--- config.mk ---
export PLATFORM = sky130hd
export DESIGN_NAME = sipo_rx
export DESIGN_NICKNAME = d
export VERILOG_FILES = /design/src/rtl/sipo_rx.sv
export SDC_FILE = /design/constraint.sdc
export NUM_CORES = 1
export LEC_CHECK = 0
export ABC_AREA = 1
export BUFFER_PORTS_ARGS = -buffer_cell sky130_fd_sc_hd__buf_2
export CAP_MARGIN = 20
export CORE_MARGIN = 2
export CORE_UTILIZATION = 52
export DETAILED_ROUTE_END_ITERATION = 16
export PLACE_DENSITY = 0.76
export SYNTH_ARGS = -nofsm -noshare
export SYNTH_HDL_FRONTEND = slang
export SYNTH_SLANG_ARGS = --single-unit
export TNS_END_PERCENT = 20
--- constraint.sdc ---
create_clock -name clk -period 1.5 [get_ports clk]
set_input_delay 0.15 -clock clk [delete_from_list [all_inputs] [get_ports clk]]
set_output_delay 0.15 -clock clk [all_outputs]
set_load 0.005 [all_outputs]
--- src/rtl/sipo_rx.sv ---
`default_nettype none
// ============================================================================
// Module   : sipo_rx
// Purpose  : Serial-in / parallel-out receiver. Frames arrive MSB first on
//            sin, qualified by sin_en and delimited by start. Each completed
//            word goes into a one-deep output register that has a
//            valid/ready handshake. A completed word that finds that
//            register full (and not being consumed) is dropped, and
//            overrun pulses for one cycle.
// Macro    : SIPO_RX_PARITY_EN -- when defined, each frame carries one extra
//            even-parity bit after the N data bits, and the parity_err
//            output is added.
// Ports    : clk        rising-edge clock
//            rst        synchronous reset, active low
//            sin        serial data bit (MSB first)
//            sin_en     sin qualifier
//            start      marks the current sin bit as a frame MSB
//            dout       received word (N bits)
//            dout_valid dout holds an unconsumed word
//            dout_ready consumer accepts dout
//            busy       a frame is being shifted in
//            overrun    one-cycle pulse, a completed word was dropped
//            parity_err parity mismatch for dout (macro builds only)
// Revision : 1.0 - initial release
// ============================================================================
module sipo_rx #(
    parameter int N = 64
) (
    input  logic         clk,
    input  logic         rst,
    input  logic         sin,
    input  logic         sin_en,
    input  logic         start,
    output logic [N-1:0] dout,
    output logic         dout_valid,
    input  logic         dout_ready,
    output logic         busy,
    output logic         overrun
`ifdef SIPO_RX_PARITY_EN
    ,
    output logic         parity_err
`endif
);

    localparam int CW = $clog2(N + 1);

    localparam logic [1:0] c_st_idle   = 2'd0;
    localparam logic [1:0] c_st_shift  = 2'd1;
`ifdef SIPO_RX_PARITY_EN
    localparam logic [1:0] c_st_parity = 2'd2;
`endif

    localparam logic [CW-1:0] c_cnt_zero = '0;
    localparam logic [CW-1:0] c_cnt_one  = CW'(1);
    // Count value held before the edge that captures data bit N
    localparam logic [CW-1:0] c_cnt_last = CW'(N - 1);

    logic [1:0]    r_state;
    logic [1:0]    w_state_nxt;
    logic [CW-1:0] r_count;
    logic [N-1:0]  r_shift;
    logic [N-1:0]  r_dout;
    logic          r_dout_valid;
    logic          r_overrun;

    logic          w_restart;
    logic          w_advance;
    logic          w_complete;
    logic [N-1:0]  w_word;
`ifdef SIPO_RX_PARITY_EN
    logic          r_parity_err;
    logic          w_perr;
`endif

    // ------------------------------------------------------------------
    // State register
    // ------------------------------------------------------------------
    always_ff @(posedge clk) begin
        if (!rst) begin
            r_state <= c_st_idle;
        end else begin
            r_state <= w_state_nxt;
        end
    end

    // ------------------------------------------------------------------
    // Next-state logic. A qualified start restarts from any state.
    // ------------------------------------------------------------------
    always_comb begin
        w_state_nxt = r_state;
        case (r_state)
            c_st_idle: begin
                if (sin_en && start) begin
                    w_state_nxt = c_st_shift;
                end
            end
            c_st_shift: begin
                if (sin_en) begin
                    if (start) begin
                        w_state_nxt = c_st_shift;
                    end else if (r_count == c_cnt_last) begin
`ifdef SIPO_RX_PARITY_EN
                        w_state_nxt = c_st_parity;
`else
                        w_state_nxt = c_st_idle;
`endif
                    end
                end
            end
`ifdef SIPO_RX_PARITY_EN
            c_st_parity: begin
                if (sin_en) begin
                    w_state_nxt = start ? c_st_shift : c_st_idle;
                end
            end
`endif
            default: begin
                w_state_nxt = c_st_idle;
            end
        endcase
    end

    // ------------------------------------------------------------------
    // Output / control decode
    // ------------------------------------------------------------------
    always_comb begin
        busy      = (r_state != c_st_idle);
        w_restart = sin_en && start;
        w_advance = sin_en && !start && (r_state == c_st_shift);
`ifdef SIPO_RX_PARITY_EN
        // The shift register is already full here. sin is the parity bit,
        // and even parity means the total count of ones must be even.
        w_complete = sin_en && !start && (r_state == c_st_parity);
        w_word     = r_shift;
        w_perr     = ^{r_shift, sin};
`else
        // The completing word includes the bit sampled on this very edge
        w_complete = w_advance && (r_count == c_cnt_last);
        w_word     = {r_shift[N-2:0], sin};
`endif
    end

    // ------------------------------------------------------------------
    // Shift register and bit counter. The counter saturates at N because
    // the frame always leaves SHIFT on the edge that captures bit N.
    // ------------------------------------------------------------------
    always_ff @(posedge clk) begin
        if (!rst) begin
            r_shift <= '0;
            r_count <= c_cnt_zero;
        end else if (w_restart) begin
            r_shift <= {{(N-1){1'b0}}, sin};
            r_count <= c_cnt_one;
        end else if (w_advance) begin
            r_shift <= {r_shift[N-2:0], sin};
            r_count <= r_count + c_cnt_one;
        end
    end

    // ------------------------------------------------------------------
    // Output register with valid/ready. A reload takes priority over a
    // plain consume on the same edge.
    // ------------------------------------------------------------------
    always_ff @(posedge clk) begin
        if (!rst) begin
            r_dout       <= '0;
            r_dout_valid <= 1'b0;
            r_overrun    <= 1'b0;
`ifdef SIPO_RX_PARITY_EN
            r_parity_err <= 1'b0;
`endif
        end else begin
            r_overrun <= w_complete && r_dout_valid && !dout_ready;
            if (w_complete && (!r_dout_valid || dout_ready)) begin
                r_dout       <= w_word;
                r_dout_valid <= 1'b1;
`ifdef SIPO_RX_PARITY_EN
                r_parity_err <= w_perr;
`endif
            end else if (r_dout_valid && dout_ready) begin
                r_dout_valid <= 1'b0;
`ifdef SIPO_RX_PARITY_EN
                r_parity_err <= 1'b0;
`endif
            end
        end
    end

    assign dout       = r_dout;
    assign dout_valid = r_dout_valid;
    assign overrun    = r_overrun;
`ifdef SIPO_RX_PARITY_EN
    assign parity_err = r_parity_err;
`endif

endmodule
`default_nettype wire

==> results of run 1 <==
[per-stage QoR]
step	hold WS, ns	utilization
global route	0.0272	0.645
CTS	0.000909	0.638
floorplan	0.298	-
detailed placement	0.439	0.580
finish	0.0164	0.645
global placement	0.434	0.580
[power groups by stage]
stage	Combinational, W	Clock [W]	Sequential (W)
finish	0.000295	0.00400	0.00371
global route	0.000338	0.00423	0.00372
CTS	0.000294	0.00406	0.00371
detailed placement	0.000282	0	0.00379
global placement	0.000278	0	0.00379
floorplan	0.000208	0	0.00378
[flip-flops by register name, indices dropped and copies added (netlist names)]
register,cells
dout,64
dout_valid,1
overrun,1
r_count,7
r_shift,63
r_state,1
[final cells by class]
| cell class | count | area [um2] | share of cell area |
|---|---|---|---|
| sequential | 137 | 2750 | 0.394 |
| multi-input combinational | 428 | 2030 | 0.292 |
| inverter | 200 | 751 | 0.108 |
| timing repair buffer | 97 | 689 | 0.0990 |
| clock buffer | 21 | 449 | 0.0645 |
| tap | 140 | 175 | 0.0252 |
| clock inverter | 11 | 121 | 0.0174 |
[worst min-delay path by stage]
stage | start | end | slack [ns]
final | sin_en | r_state[0]$_SDFFE_PN0P_ | 0.02
after global routing | sin_en | r_state[0]$_SDFFE_PN0P_ | 0.03
after global placement | sin | r_shift[0]$_SDFFE_PN0P_ | 0.43
after CTS | sin_en | r_state[0]$_SDFFE_PN0P_ | 0.0009
after floorplan | sin | r_shift[0]$_SDFFE_PN0P_ | 0.30
after detailed placement | sin | r_shift[0]$_SDFFE_PN0P_ | 0.44
[cell families after synthesis]
| group | Yosys count | share of synthesized area |
|---|---|---|
| compound gates | 137 | 0.120 |
| fa+ha+maj | 1 | 0.00218 |
| buf+inv | 255 | 0.176 |
| flops | 137 | 0.478 |
| simple gates | 290 | 0.224 |
[timing repair]
item                       CTS  global route
resized for setup            3            12
setup buffers                2             0
hold buffers                 2             0
pin swaps                    1             6
setup endpoints to repair   63            67
hold endpoints to repair     2             0
gates cloned                 1             1
[worst register-to-register path, delay by kind of cell (launching register included)]
family | cells | cell delay, ns
flip-flops | 1 | 0.36
AND/OR/NAND/NOR | 5 | 0.63
adder cells (fa/ha/maj) | 1 | 0.16
buffers and inverters | 2 | 0.25
[synth_stat cells (all sizes together)]
cell,n
o21bai,1
buf,33
clkbuf,22
or2,1
o21ai,66
inv,200
nand4,64
dfxtp,137
ha,1
nor2,72
nand2,147
nand3,5
nor3,1
a21oi,70
[per-layer routing]
layer	vias to the layer above	track usage
li1	2638	-
met1	2213	0.284
met2	115	0.360
met3	16	0.0544
met4	0	0.0824
met5	-	0
==> results.toml, run 1 <==
[setup_path]
crit_fanout = 25
startpoint_type = "flip-flop"
endpoint_kind = "flip-flop"
cp.required_ns = 1.95
endpoint = "dout[49]$_SDFFE_PN0P_"
crit_path_frequent_cell = "nand3_4"
r2r_cells = 8
reg2reg_from = "r_count[0]$_SDFFE_PN0P_"
crit_arrival_ns = 1.92
crit_path_start = "r_count[0]$_SDFFE_PN0P_"
r2r-end = "dout[49]$_SDFFE_PN0P_"
r2r_slack_ns = 0.04
crit_buf_inv = 2
worstPathCellList = "ha_4, nand3_4, nor2_4, nand3_4, buf_12, nand2_1, inv_1, nor2_1"
cp.depth = 8
slowest_delay_ns = 0.36
crit_family = "simple AND/OR/NAND/NOR gates"
path_class = "reg2reg"
slowest_stage = "dfxtp_2"

[power_and_ir_drop]
seqPwrFrac = 0.464
switching_share = 0.221
p_switching_w = 0.00177
p_int_w = 0.00624
power.density_nw_per_um2 = 1150
leakage_nw = 3.13
ir_drop_mv = 0.647
p_comb_frac = 0.037
power_w = 0.00801
clockPowerShare = 0.499

[clock_network]
cts_tree = "yes"
cts.sinks = 137
clockBufferDepth = 2
cts_root_buffer = "clkbuf_8"
clock_latency_ns = 0.52
clkTransAtPathRegs_ns = 0.06
cts.htree.levels = 4
cts_made_buffers = 17

[sta]
finalMaxSlewViolations = 0
hold_viol_final = 0
min_period_ns = 1.46
finalWorstSetupSlack_ns = 0.0362
fin_skew_ns = 0.00902
worst_slew_pin_slew_ns = 0.477
layout_worst_path_cycle_share = 0.976
tns_ns = 0
max-slew-margin-rel = 0.682
fmax_mhz = 683
setup_violations = 0
rsz0062_at_grt = "true"

[synth]
ys_ff_latch = 137
syn_area_um2 = 5740
yosys_warnings = 0
syn_area_per_cell_um2 = 7.00
syn_nets = 827
yosys.area.top_type = "dfxtp_1"
postSynthCellCount = 820
ys_types = 23
ys_seq_area_frac = 0.478
ys_top_cells_by_area = "dfxtp_1 (48%), inv_1 (13%), nand2_1 (9.6%)"
yosysTopAreaCellShare = 0.478

[routing]
highest_layer = "met4"
viasPerCell = 4.82
drtAntennaViolNets = 0
dr.pass1.iters = 5
wl_met3_um = 598
wl_met2_um = 5950
drt-total-wl_um = 12500
wl_met1_um = 5810
drc = 0
drt-initial-drc-count = 319
dr_total_vias = 4982
wl_per_cell_um = 12.1

[place]
io_buffers = 72
gp_congestion = 0.837
dpl_cell_area_um2 = 6260
dp_hpwl_um = 6980
placedCellCount = 997
place_ws_ns = 0.00579

[final_layout]
instances_no_fill = 1034
final_cell_area_um2 = 6960
diodes = 0
final_nets = 888
final_common_cell = "inv_1"
drive_gt1_frac = 0.153
layout_common_cells = "inv_1 (199), nand2_1 (144), dfxtp_1 (135), buf_2 (72)"
syn_to_final_growth_pct = 21.3
fillers = 918

[die]
dieArea_um2 = 11900
coreArea_um2 = 10800
num_rows = 38
initial_core_util = 0.532
io_pins = 73
die_height_um = 109
die_w_um = 109

[run]
drv_cap = 0

[min_path]
holdPathStages = 4
hold_class = "in2reg"

[outcome]
outcome = "finished clean"

[global_routing]
antenna_found_initial = 0
grt.overflow.total = 0
grt_usage = 0.221
grt_pass1_wl_um = 20800
grt_pass1_vias = 4502
grt_max_degree = 126
(Power assumes the default switching activity.)
==> inputs of run 2 (changes only) <==
--- a/config.mk
+++ b/config.mk
@@ -12,6 +12,7 @@
 export CORE_UTILIZATION = 52
 export DETAILED_ROUTE_END_ITERATION = 16
 export PLACE_DENSITY = 0.76
+export RECOVER_POWER = 25
 export SYNTH_ARGS = -nofsm -noshare
 export SYNTH_HDL_FRONTEND = slang
 export SYNTH_SLANG_ARGS = --single-unit
==> results.toml, run 2 (synthesis results as in run 1) <==
[place]
io_buffers = 72
dp_hpwl_um = 6980
gp_congestion = 0.837

[setup_path]
crit_fanout = 25
slowest_delay_ns = 0.36
path_class = "reg2reg"
reg2reg_from = "r_count[0]$_SDFFE_PN0P_"
worstPathCellList = "ha_4, nand3_4, nor2_4, nand3_4, buf_12, nand2_1, inv_1, nor2_1"
endpoint_kind = "flip-flop"
crit_family = "simple AND/OR/NAND/NOR gates"
r2r-end = "dout[28]$_SDFFE_PN0P_"
crit_buf_inv = 2
r2r_cells = 8
slowest_stage = "dfxtp_2"
crit_path_frequent_cell = "nand3_4"
startpoint_type = "flip-flop"
r2r_slack_ns = 0.04
crit_arrival_ns = 1.91
cp.required_ns = 1.95

[routing]
drt-initial-drc-count = 321
drc = 0
viasPerCell = 4.81
wl_per_cell_um = 12.1
drt-total-wl_um = 12500
drtAntennaViolNets = 0
dr.pass1.iters = 6
dr_total_vias = 4977

[outcome]
outcome = "finished clean"

[sta]
fmax_mhz = 686
fin_skew_ns = 0.00741
min_period_ns = 1.46
worst_slew_pin_slew_ns = 0.442
hold_viol_final = 0
layout_worst_path_cycle_share = 0.972
finalMaxSlewViolations = 0
setup_violations = 0
tns_ns = 0
rsz0062_at_grt = "true"
max-slew-margin-rel = 0.705

[power_and_ir_drop]
power_w = 0.00800
power.density_nw_per_um2 = 1150
p_int_w = 0.00624
ir_drop_mv = 0.645
leakage_nw = 3.04
switching_share = 0.220
p_comb_frac = 0.037
seqPwrFrac = 0.464
p_switching_w = 0.00176
clockPowerShare = 0.499

[clock_network]
cts_made_buffers = 17
clockBufferDepth = 2
cts_tree = "yes"
cts_root_buffer = "clkbuf_8"
clkTransAtPathRegs_ns = 0.06
cts.htree.levels = 4
clock_latency_ns = 0.51
cts.sinks = 137

[final_layout]
diodes = 0
layout_common_cells = "inv_1 (199), nand2_1 (144), dfxtp_1 (135), a21oi_1 (70), nor2_1 (70)"
multi_input_area_um2 = 2030
largest_reg_flops = 64
seqCellArea_um2 = 2750
fillers = 927
final_nets = 888
final_common_cell = "inv_1"
syn_to_final_growth_pct = 20.9
drive_gt1_frac = 0.131

[min_path]
hold_start = "sin_en"
hold_class = "in2reg"
holdPathStages = 4
hold_path_end = "r_state[0]$_SDFFE_PN0P_"

[global_routing]
antenna_found_initial = 0
grt.overflow.total = 0
grt_pass1_vias = 4502
grt_usage = 0.221
grt_pass1_wl_um = 20800
grt_max_degree = 126

[die]
num_rows = 38
initial_core_util = 0.532
die_height_um = 109
dieArea_um2 = 11900
coreArea_um2 = 10800
io_pins = 73
die_w_um = 109

[run]
drv_cap = 0
-- run 2: area by class of cell --
cell class	count	area share
repair buffers	97	0.0954
inverters	200	0.108
multi-input cells	428	0.293
clock buffers	21	0.0648
clock inverters	11	0.0175
flip-flops and latches	137	0.396
well taps	140	0.0253
-- run 2: stage by stage --
| step | utilization | hold WS [ns] | setup WS (ns) | std cells | area (um2) |
|---|---|---|---|---|---|
| final | 0.643 | 0.0186 | 0.0414 | 1034 | 6940 |
| after CTS | 0.638 | 0.000909 | 0.00456 | 1033 | 6890 |
| after detailed placement | 0.580 | 0.439 | 0.00579 | 997 | 6260 |
| after global routing | 0.643 | 0.0272 | -0.0562 | 1034 | 6940 |
| after floorplan | - | 0.298 | 0.0820 | 820 | 5740 |
| after global placement | 0.580 | 0.434 | 0.0454 | 997 | 6260 |
-- run 2: worst max-delay path by stage --
stage	cells past startpoint	slack [ns]	start	endpoint
after detailed placement	7	0.006	r_count[0]$_SDFFE_PN0P_	dout[60]$_SDFFE_PN0P_
after global routing	8	-0.06	r_count[0]$_SDFFE_PN0P_	dout[35]$_SDFFE_PN0P_
after floorplan	8	0.08	r_count[0]$_SDFFE_PN0P_	dout[23]$_SDFFE_PN0P_
final	8	0.04	r_count[0]$_SDFFE_PN0P_	dout[28]$_SDFFE_PN0P_
after global placement	7	0.05	r_count[0]$_SDFFE_PN0P_	dout[2]$_SDFFE_PN0P_
after CTS	8	0.005	r_count[0]$_SDFFE_PN0P_	dout[36]$_SDFFE_PN0P_
-- run 2: power by group through the flow --
stage / sequential (W) / clock, W / combinational, W
after CTS: 0.00371 / 0.00406 / 0.000294
after floorplan: 0.00378 / 0 / 0.000208
after global placement: 0.00379 / 0 / 0.000278
after detailed placement: 0.00379 / 0 / 0.000282
final: 0.00371 / 0.00399 / 0.000294
after global routing: 0.00372 / 0.00423 / 0.000338
-- run 2: worst register-to-register path: stages, from the launching register on --
cell and delay (ns):
dfxtp_2 0.36, ha_4 0.16, nand3_4 0.09, nor2_4 0.20, nand3_4 0.16, buf_12 0.21, nand2_1 0.08, inv_1 0.04
nor2_1 0.09
-- run 2: repair_timing --
item / CTS / global route
gates cloned: 1 / 1
pin swaps: 1 / 6
endpoints found under the hold margin: 2 / 0
hold buffers: 2 / 0
setup endpoints to repair: 63 / 67
buffers inserted: 2 / 0
resized for setup: 3 / 12
-- run 2: metal layers --
| layer | wire length [um] | vias to the layer above | global-route usage |
|---|---|---|---|
| li1 | - | 2636 | - |
| met1 | 5800 | 2206 | 0.284 |
| met4 | 131 | 0 | 0.0824 |
| met5 | 0 | - | 0 |
| met3 | 651 | 12 | 0.0544 |
| met2 | 5960 | 123 | 0.360 |
